===== src/rtl/button_reader_pkg.sv =====
`default_nettype none
// ============================================================================
// Module      : button_reader_pkg
// Description : Shared definitions for the button_reader peripheral:
//               register indices, PEND/CTRL bit positions, debouncer
//               state encoding and a small read-data helper.
// Ports       : none (package)
// Revision    : 1.0 - initial release
// ============================================================================
package button_reader_pkg;

  // Word register indices on the 2-bit address bus
  localparam logic [1:0] BR_STATUS = 2'd0;
  localparam logic [1:0] BR_PEND   = 2'd1;
  localparam logic [1:0] BR_CTRL   = 2'd2;
  localparam logic [1:0] BR_RSVD   = 2'd3;

  // Bit positions inside PEND and CTRL
  localparam int BR_RISE = 0;
  localparam int BR_FALL = 1;

  // Debouncer state: IDLE while the synchronised pin agrees with the
  // debounced level, COUNT while it disagrees.
  typedef enum logic [0:0] {
    DB_IDLE  = 1'b0,
    DB_COUNT = 1'b1
  } db_state_t;

  // Zero-extend a 2-bit register field onto the 32-bit read bus
  function automatic logic [31:0] br_zext2(input logic [1:0] v);
    return {30'd0, v};
  endfunction

endpackage : button_reader_pkg
`default_nettype wire


===== src/rtl/button_reader_debounce.sv =====
`default_nettype none
// ============================================================================
// Module      : debounce
// Description : Two-flop synchroniser followed by a counting debouncer.
//               The debounced level only changes after DEBOUNCE_CYCLES
//               consecutive synchronised samples disagree with it.
// Parameters  : DEBOUNCE_CYCLES - stable samples needed (2..65536)
// Ports       : clk        in  system clock
//               reset_n    in  asynchronous active-low reset
//               btn_raw    in  raw pin, asynchronous to clk
//               level      out debounced level (registered)
//               rise_pulse out high in the cycle level is about to go 0->1
//               fall_pulse out high in the cycle level is about to go 1->0
// Revision    : 1.0 - initial release
// ============================================================================
module debounce
  import button_reader_pkg::*;
#(
  parameter int DEBOUNCE_CYCLES = 1024
) (
  input  logic clk,
  input  logic reset_n,
  input  logic btn_raw,
  output logic level,
  output logic rise_pulse,
  output logic fall_pulse
);

  localparam int               CNT_W   = $clog2(DEBOUNCE_CYCLES);
  localparam logic [CNT_W-1:0] CNT_MAX = CNT_W'(DEBOUNCE_CYCLES - 1);

  logic             sync_meta;
  logic             sync;
  logic [CNT_W-1:0] cnt;
  db_state_t        state;
  logic             at_limit;

  // Synchroniser chain; sync_meta may go metastable and is never used
  // anywhere else.
  always_ff @(posedge clk or negedge reset_n) begin
    if (!reset_n) begin
      sync_meta <= 1'b0;
      sync      <= 1'b0;
    end else begin
      sync_meta <= btn_raw;
      sync      <= sync_meta;
    end
  end

  // The state is fully defined by whether sync disagrees with level, so it
  // is decoded rather than stored: a bounce back to level drops straight to
  // IDLE in the same cycle, which is what clears the counter.
  assign state    = (sync != level) ? DB_COUNT : DB_IDLE;
  assign at_limit = (cnt == CNT_MAX);

  always_ff @(posedge clk or negedge reset_n) begin
    if (!reset_n) begin
      level <= 1'b0;
      cnt   <= '0;
    end else begin
      case (state)
        DB_IDLE: begin
          cnt <= '0;
        end
        DB_COUNT: begin
          if (at_limit) begin
            level <= ~level;
            cnt   <= '0;
          end else begin
            cnt <= cnt + CNT_W'(1);
          end
        end
        default: begin
          cnt <= '0;
        end
      endcase
    end
  end

  // Edge strobes are combinational so the register file can set PEND on the
  // very edge that toggles level.
  assign rise_pulse = (state == DB_COUNT) && at_limit && !level;
  assign fall_pulse = (state == DB_COUNT) && at_limit &&  level;

endmodule : debounce
`default_nettype wire


===== src/rtl/button_reader.sv =====
`default_nettype none
// ============================================================================
// Module      : button_reader
// Description : Memory-mapped push-button reader. Debounces a raw pin,
//               keeps sticky rise/fall flags (PEND, write-1-to-clear) and
//               optionally raises a level interrupt.
//               Build option: define BUTTON_READER_IRQ_EN to implement the
//               CTRL register and drive irq; otherwise CTRL reads 0 and irq
//               is tied low.
// Parameters  : DEBOUNCE_CYCLES - stable samples needed (2..65536)
// Ports       : clk      in  system clock
//               reset_n  in  asynchronous active-low reset
//               btn_raw  in  raw button pin
//               sel      in  bus access request, held until ready
//               we       in  1 = write, 0 = read
//               addr     in  [1:0]  word register index
//               wdata    in  [31:0] write data
//               rdata    out [31:0] read data, valid while ready = 1
//               ready    out single-cycle access acknowledge
//               irq      out level interrupt request
// Registers   : 0 STATUS RO  bit0 level
//               1 PEND   W1C bit0 RISE, bit1 FALL
//               2 CTRL   RW  bit0 RISE_IE, bit1 FALL_IE
//               3 reserved, reads 0
// Revision    : 1.0 - initial release
// ============================================================================
module button_reader
  import button_reader_pkg::*;
#(
  parameter int DEBOUNCE_CYCLES = 1024
) (
  input  logic        clk,
  input  logic        reset_n,
  input  logic        btn_raw,
  input  logic        sel,
  input  logic        we,
  input  logic [1:0]  addr,
  input  logic [31:0] wdata,
  output logic [31:0] rdata,
  output logic        ready,
  output logic        irq
);

  logic        level;
  logic        rise_pulse;
  logic        fall_pulse;
  logic        access;
  logic        wr_en;
  logic [1:0]  pend;
  logic [1:0]  pend_set;
  logic [1:0]  pend_clr;
  logic [1:0]  ctrl;
  logic [31:0] rd_word;
  logic        unused_wdata;

  debounce #(
    .DEBOUNCE_CYCLES(DEBOUNCE_CYCLES)
  ) u_debounce (
    .clk       (clk),
    .reset_n   (reset_n),
    .btn_raw   (btn_raw),
    .level     (level),
    .rise_pulse(rise_pulse),
    .fall_pulse(fall_pulse)
  );

  // An access is accepted only while ready is low, so a held sel cannot be
  // acknowledged twice in a row.
  assign access = sel && !ready;
  assign wr_en  = access && we;

  // ---------------------------------------------------------------------------
  // PEND: sticky edge flags. Set is OR-ed after the clear so a new edge on
  // the same edge as a W1C write survives.
  // ---------------------------------------------------------------------------
  always_comb begin
    pend_set          = 2'b00;
    pend_set[BR_RISE] = rise_pulse;
    pend_set[BR_FALL] = fall_pulse;
  end

  assign pend_clr = (wr_en && (addr == BR_PEND)) ? wdata[1:0] : 2'b00;

  always_ff @(posedge clk or negedge reset_n) begin
    if (!reset_n) begin
      pend <= 2'b00;
    end else begin
      pend <= (pend & ~pend_clr) | pend_set;
    end
  end

  // ---------------------------------------------------------------------------
  // CTRL and interrupt
  // ---------------------------------------------------------------------------
`ifdef BUTTON_READER_IRQ_EN
  always_ff @(posedge clk or negedge reset_n) begin
    if (!reset_n) begin
      ctrl <= 2'b00;
      irq  <= 1'b0;
    end else begin
      if (wr_en && (addr == BR_CTRL)) begin
        ctrl <= wdata[1:0];
      end
      irq <= |(pend & ctrl);
    end
  end
`else
  assign ctrl = 2'b00;
  assign irq  = 1'b0;
`endif

  // Only the low two write-data bits map onto any register
  assign unused_wdata = &{1'b0, wdata[31:2]};

  // ---------------------------------------------------------------------------
  // Read mux and bus response
  // ---------------------------------------------------------------------------
  always_comb begin
    rd_word = 32'd0;
    case (addr)
      BR_STATUS: rd_word[0] = level;
      BR_PEND:   rd_word    = br_zext2(pend);
      BR_CTRL:   rd_word    = br_zext2(ctrl);
      default:   rd_word    = 32'd0;
    endcase
  end

  always_ff @(posedge clk or negedge reset_n) begin
    if (!reset_n) begin
      ready <= 1'b0;
      rdata <= 32'd0;
    end else begin
      ready <= access;
      rdata <= access ? rd_word : 32'd0;
    end
  end

endmodule : button_reader
`default_nettype wire


===== config.mk =====
export PLATFORM = sky130hd
export DESIGN_NAME = button_reader
export DESIGN_NICKNAME = d
export VERILOG_FILES = /design/src/rtl/button_reader_pkg.sv /design/src/rtl/button_reader_debounce.sv /design/src/rtl/button_reader.sv
export SDC_FILE = /design/constraint.sdc
export NUM_CORES = 1
export LEC_CHECK = 0
export CAP_MARGIN = 20
export CORE_MARGIN = 1.5
export CORE_UTILIZATION = 31
export CTS_BUF_LIST = sky130_fd_sc_hd__clkbuf_16
export CTS_CLUSTER_DIAMETER = 150
export DETAILED_ROUTE_END_ITERATION = 10
export GPL_ROUTABILITY_DRIVEN = 1
export PLACE_DENSITY = 0.78
export SETUP_SLACK_MARGIN = 0.4
export SLEW_MARGIN = 40
export SYNTH_ARGS = -nofsm -noshare
export SYNTH_HDL_FRONTEND = slang
export SYNTH_SLANG_ARGS = --single-unit

===== constraint.sdc =====
create_clock -name clk -period 1.6 [get_ports clk]
set_clock_uncertainty 0.05 [all_clocks]
set_input_delay 0.24 -clock clk [delete_from_list [all_inputs] [get_ports clk]]
set_output_delay 0.24 -clock clk [all_outputs]
set_load 0.02 [all_outputs]

; ---- Yosys cells after proc, flatten, opt, wreduce, memory -nomap -nowiden
; Index checks and enable logic that the tools add are counted.
[totals]
ff_bits = 48
elab_cells = 33
[classes]
addsub = 1
n_eq_ne = 3
muxes = 7
bitwise_logic = 5
n_reduce_logical = 10
[ops]
columns = op, count
row1 = 2-to-1 mux 32 bit, 1
row2 = case mux 10 bit (2 select lines), 1
row3 = adder 10 x 1 -> 10 bit (second input constant), 1
row4 = == test 10 bit (second input constant), 1
row5 = 2-to-1 mux 10 bit, 1
row6 = logical AND 1 bit, 6
row7 = bitwise AND 2 bit, 1
row8 = == test 2 x 1 -> 1 bit (second input constant), 1
row9 = logical NOT 1 bit, 2
row10 = logical NOT 2 bit, 1
row11 = 2-to-1 mux 1 bit, 2
row12 = 2-to-1 mux 2 bit, 1
row13 = NOT 1 bit, 2
row14 = NOT 2 bit, 1
row15 = bitwise OR 2 bit, 1
row16 = case mux 1 bit (2 select lines), 1
row17 = AND reduction 2 bit, 1
row18 = != test 1 bit, 1

; ---- Logic depth before layout (Yosys ltp)
[depth]
ltp_word = 8
depth_mapped = 4

; ---- Cells and area by module
; From an unflattened synthesis, not the netlist that was laid out.
[unflattened]
hier_cells = 104
hier_area_um2 = 1083.5
[modules_own_cells]
columns = module, n_inst, cells_per_inst, area_each_um2, seq_area_each_um2
row1 = debounce, 1, 56, 643.1, 325.3
row2 = button_reader, 1, 48, 440.4, 125.1

; ---- Worst setup path after synthesis
; OpenSTA, ideal clock, no wires.
[synth_timing]
path_type = reg2reg
from = register u_debounce.cnt[0]
to = register u_debounce.level
setup_time_ps = 125
t_arrival_ps = 1408
t_required_ps = 1425
slack_ps = 17
stages_incl_launch_ff = 5
cell_sequence = dfrtp_1 ha_1 nand4_2 or3_4 mux2_4
[synth_via]
elab_chain_cells = 2
[synth_rtl]
columns = element, line_no
row1 = "start, declared", button_reader_debounce.sv:34  ; logic [CNT_W-1:0] cnt;
row2 = "start signal, assigned", button_reader_debounce.sv:70  ; cnt <= cnt + CNT_W'(1);
row3 = == test 10 bit, button_reader_debounce.sv:54  ; assign at_limit = (cnt == CNT_MAX);
row4 = AND reduction 2 bit (no line), --
row5 = "end signal, assigned", button_reader_debounce.sv:67  ; level <= ~level;
row6 = "end, declared", button_reader_debounce.sv:24  ; output logic level,
; Every way passes these cells.
; A chain may end at the register's enable or synchronous reset.

; ---- Worst setup path after layout
[layout_timing]
from = register u_debounce.cnt[1]
to = register u_debounce.level
; The elaborated chain is that of the path after synthesis.

==> flow_metrics.env <==
export IMPL_dieArea_um2=3706
export IMPL_p_leak_nw=0.6000
export IMPL_drive_gt1_frac=0.3206
export IMPL_avgRoutedWirePerCell_um=11.79
export IMPL_async_flop_share=1.000
export IMPL_numCtsBuffers=3
export IMPL_root_buffer="clkbuf_16"
export IMPL_status="complete, no violations"
export IMPL_synth_most_common_cell="buf_4"
export IMPL_p_seq_frac=0.426
export IMPL_worstPathArrival_ns=1.57
export IMPL_dr_max_layer_used="met4"
export IMPL_ctsHoldBuffers=0
export IMPL_htreeDepth=1
export IMPL_ios=73
export IMPL_area_growth_pct=32.17
export IMPL_grt_pass1_vias=731
export IMPL_avgViaCountPerCell=4.291
export IMPL_endpoint_kind="flop"
export IMPL_postSynthCellCount=105
export IMPL_core_um2=3128
export IMPL_hp_class="input port to async pin"
export IMPL_synth_area_leaders="dfrtp_1 (43%), buf_4 (22%), o21ai_0 (3.9%), xor2_1 (2.5%), a21oi_1 (1.9%)"
export IMPL_synth_ff_type="dfrtp_1"
export IMPL_post_place_ws_ns=0.03383
export IMPL_start_util=0.3320
export IMPL_grt_pass1_wl_um=3249
export IMPL_finalNetCount=172
export IMPL_first_iter_violations=25
export IMPL_synth_distinct_cells=29
export IMPL_route_met2_wl_um=1078
export IMPL_hold_viol_final=0
export IMPL_ys_ff_latch=18
export IMPL_ys_warn_count=0
export IMPL_cts_tree="done"
export IMPL_crit_slowest_cell="dfrtp_1"
export IMPL_grt_max_degree=19
export IMPL_clk_path_buf_depth=2
export IMPL_fin_crit_sh=0.9278
export IMPL_track_usage=0.1204
export IMPL_total_power_mw=1.168
export IMPL_critPathMaxFanout=3
export IMPL_met3WireLength_um=143
export IMPL_finalSetupViolCount=0
export IMPL_place_congestion=0.7865
export IMPL_maxCapViolations=0
export IMPL_cp_cell_sequence="ha_4, nand4_4, or3_4, mux2_4"
export IMPL_synth_top_area_cell="dfrtp_1"
export IMPL_critPathRequiredTime_ns=1.68
export IMPL_grt_overflow=0
export IMPL_die_h_um=60.88
export IMPL_ant_nets=0
export IMPL_antenna_found_initial=0
export IMPL_syn_cell_area_um2=1038
export IMPL_setup_tns_ns=0
export IMPL_yosysSeqAreaShare=0.4337
export IMPL_synth_edf_count=0
export IMPL_wl_um=2063
export IMPL_drt_drc_violations_left=0
export IMPL_crit_path_start_kind="flop"
export IMPL_ys_top_cells_by_count="buf_4 (31), dfrtp_1 (18), o21ai_0 (8)"
export IMPL_swShare=0.2527
export IMPL_first_pass_iters=6
export IMPL_met1_length_um=789
export IMPL_timing_hold_ws_ns=0.2687
export IMPL_rows=20
export IMPL_maxClockFrequency_mhz=673.6
export IMPL_rsz0062_at_grt="yes"
export IMPL_yosysTopAreaCellShare=0.4337
export IMPL_vias=751
export IMPL_setup_slack_ns=0.1155
export IMPL_comb_power_share=0.153
export IMPL_numPortBuffers=11
export IMPL_clkPwrFrac=0.421
export IMPL_power_switching_mw=0.2951
export IMPL_avgSynthCellArea_um2=9.890
export IMPL_cts_sinks=18
export IMPL_clock_latency_ns=0.25
export IMPL_path_class="flop to flop"
export IMPL_period_minus_slack_ns=1.485
export IMPL_dp_hpwl_um=1350
export IMPL_power_internal_mw=0.8729
export IMPL_power_density_nw_per_um2=850.9
export IMPL_peakVddDrop_mv=0.5031
export IMPL_clk_pin_slew_ns=0.05
export IMPL_chipWidth_um=60.88
export IMPL_cp_slowest_stage_delay_ns=0.39
export IMPL_slew_violations=0
export IMPL_antenna_cells=0
==> layer usage <==
layer  vias to the layer above  global-route usage
li1                        349                   -
met1                       364              0.1349
met2                        29              0.1920
met3                         9             0.05757
met4                         0             0.05901
met5                         -                   0
==> critical path, delay by kind of cell (launching register included) <==
kind                     cells  cell delay (ns)
adder cells (fa/ha/maj)      1             0.17
flip-flops                   1             0.39
multiplexers                 1             0.30
AND/OR/NAND/NOR              2             0.45
==> area by class of cell <==
| type | instances | area [um2] |
|---|---|---|
| clock buffer | 3 | 75.07 |
| sequential | 18 | 452.9 |
| fill | 301 | 1755 |
| clock inverter | 1 | 3.754 |
| tap | 44 | 55.05 |
| inverter | 3 | 11.26 |
| timing repair buffer | 23 | 192.7 |
| multi-input combinational | 83 | 581.8 |
==> cell families (layout without fill, tap and decap cells) <==
group	count (synthesis)	count (layout)	share of synthesized area
DFF	18	18	0.4337
AOI/OAI and AO/OA	16	16	0.08916
other	1	31	0.003611
adders and majority gates	1	1	0.01205
and+or+nand+nor	29	29	0.1687
xor gates and xnor gates	4	4	0.03374
buffers and inverters	34	30	0.2349
muxes	2	2	0.02409
==> power groups by stage <==
stage / clock (mW) / combinational [mW] / sequential [mW]
global placement: 0 / 0.146 / 0.504
global route: 0.534 / 0.198 / 0.499
detailed placement: 0 / 0.149 / 0.506
floorplan: 0 / 0.155 / 0.506
finish: 0.492 / 0.179 / 0.497
CTS: 0.505 / 0.169 / 0.496
==> per-stage QoR <==
step / util / cells / area, um2
6_report: 0.4388 / 175 / 1373
3_3_place_gp: 0.3648 / 163 / 1141
4_1_cts: 0.4204 / 172 / 1315
2_1_floorplan: - / 135 / 1179
5_1_grt: 0.4388 / 175 / 1373
3_5_place_dp: 0.3648 / 163 / 1141
==> sequential cells by signal, summed over array words and instances (netlist names) <==
signal and cells:
ready 1, pend 2, rdata 2, u_debounce.cnt 10
u_debounce.level 1, u_debounce.sync_meta 1, u_debounce.sync 1
==> path summary, 6_finish.rpt <==
check                                                from                           end  slack [ns]  cells past startpoint
setup reg to reg              u_debounce.cnt[1]$_DFF_PN0_  u_debounce.level$_DFFE_PN0N_        0.12                      4
setup / recovery              u_debounce.cnt[1]$_DFF_PN0_  u_debounce.level$_DFFE_PN0N_        0.12                      4
hold reg to reg            u_debounce.sync_meta$_DFF_PN0_     u_debounce.sync$_DFF_PN0_        0.30                      0
hold / removal                                    reset_n             pend[1]$_DFF_PN0_        0.27                      2
min in group clk           u_debounce.sync_meta$_DFF_PN0_     u_debounce.sync$_DFF_PN0_        0.30                      0
max in group asynchronous                         reset_n   u_debounce.cnt[3]$_DFF_PN0_        1.02                      2
==> layout by cell type, fill, tap and decap left out, drive strengths merged, types with 3 or more instances in the layout <==
| cell type | n |
|---|---|
| conb | 31 |
| dfrtp | 18 |
| buf | 13 |
| clkdlybuf4s50 | 8 |
| o21ai | 8 |
| nand2 | 5 |
| nor2 | 5 |
| clkbuf | 5 |
| or3 | 4 |
| a21oi | 4 |
| nand3 | 4 |
| inv | 3 |
| xor2 | 3 |
==> timing repair <==
action	in CTS	in global routing
buffers inserted	5	3
pin swaps	6	8
setup endpoints to repair	14	16
resized for setup	23	14
Note: power is estimated with default switching activity, not from simulation.
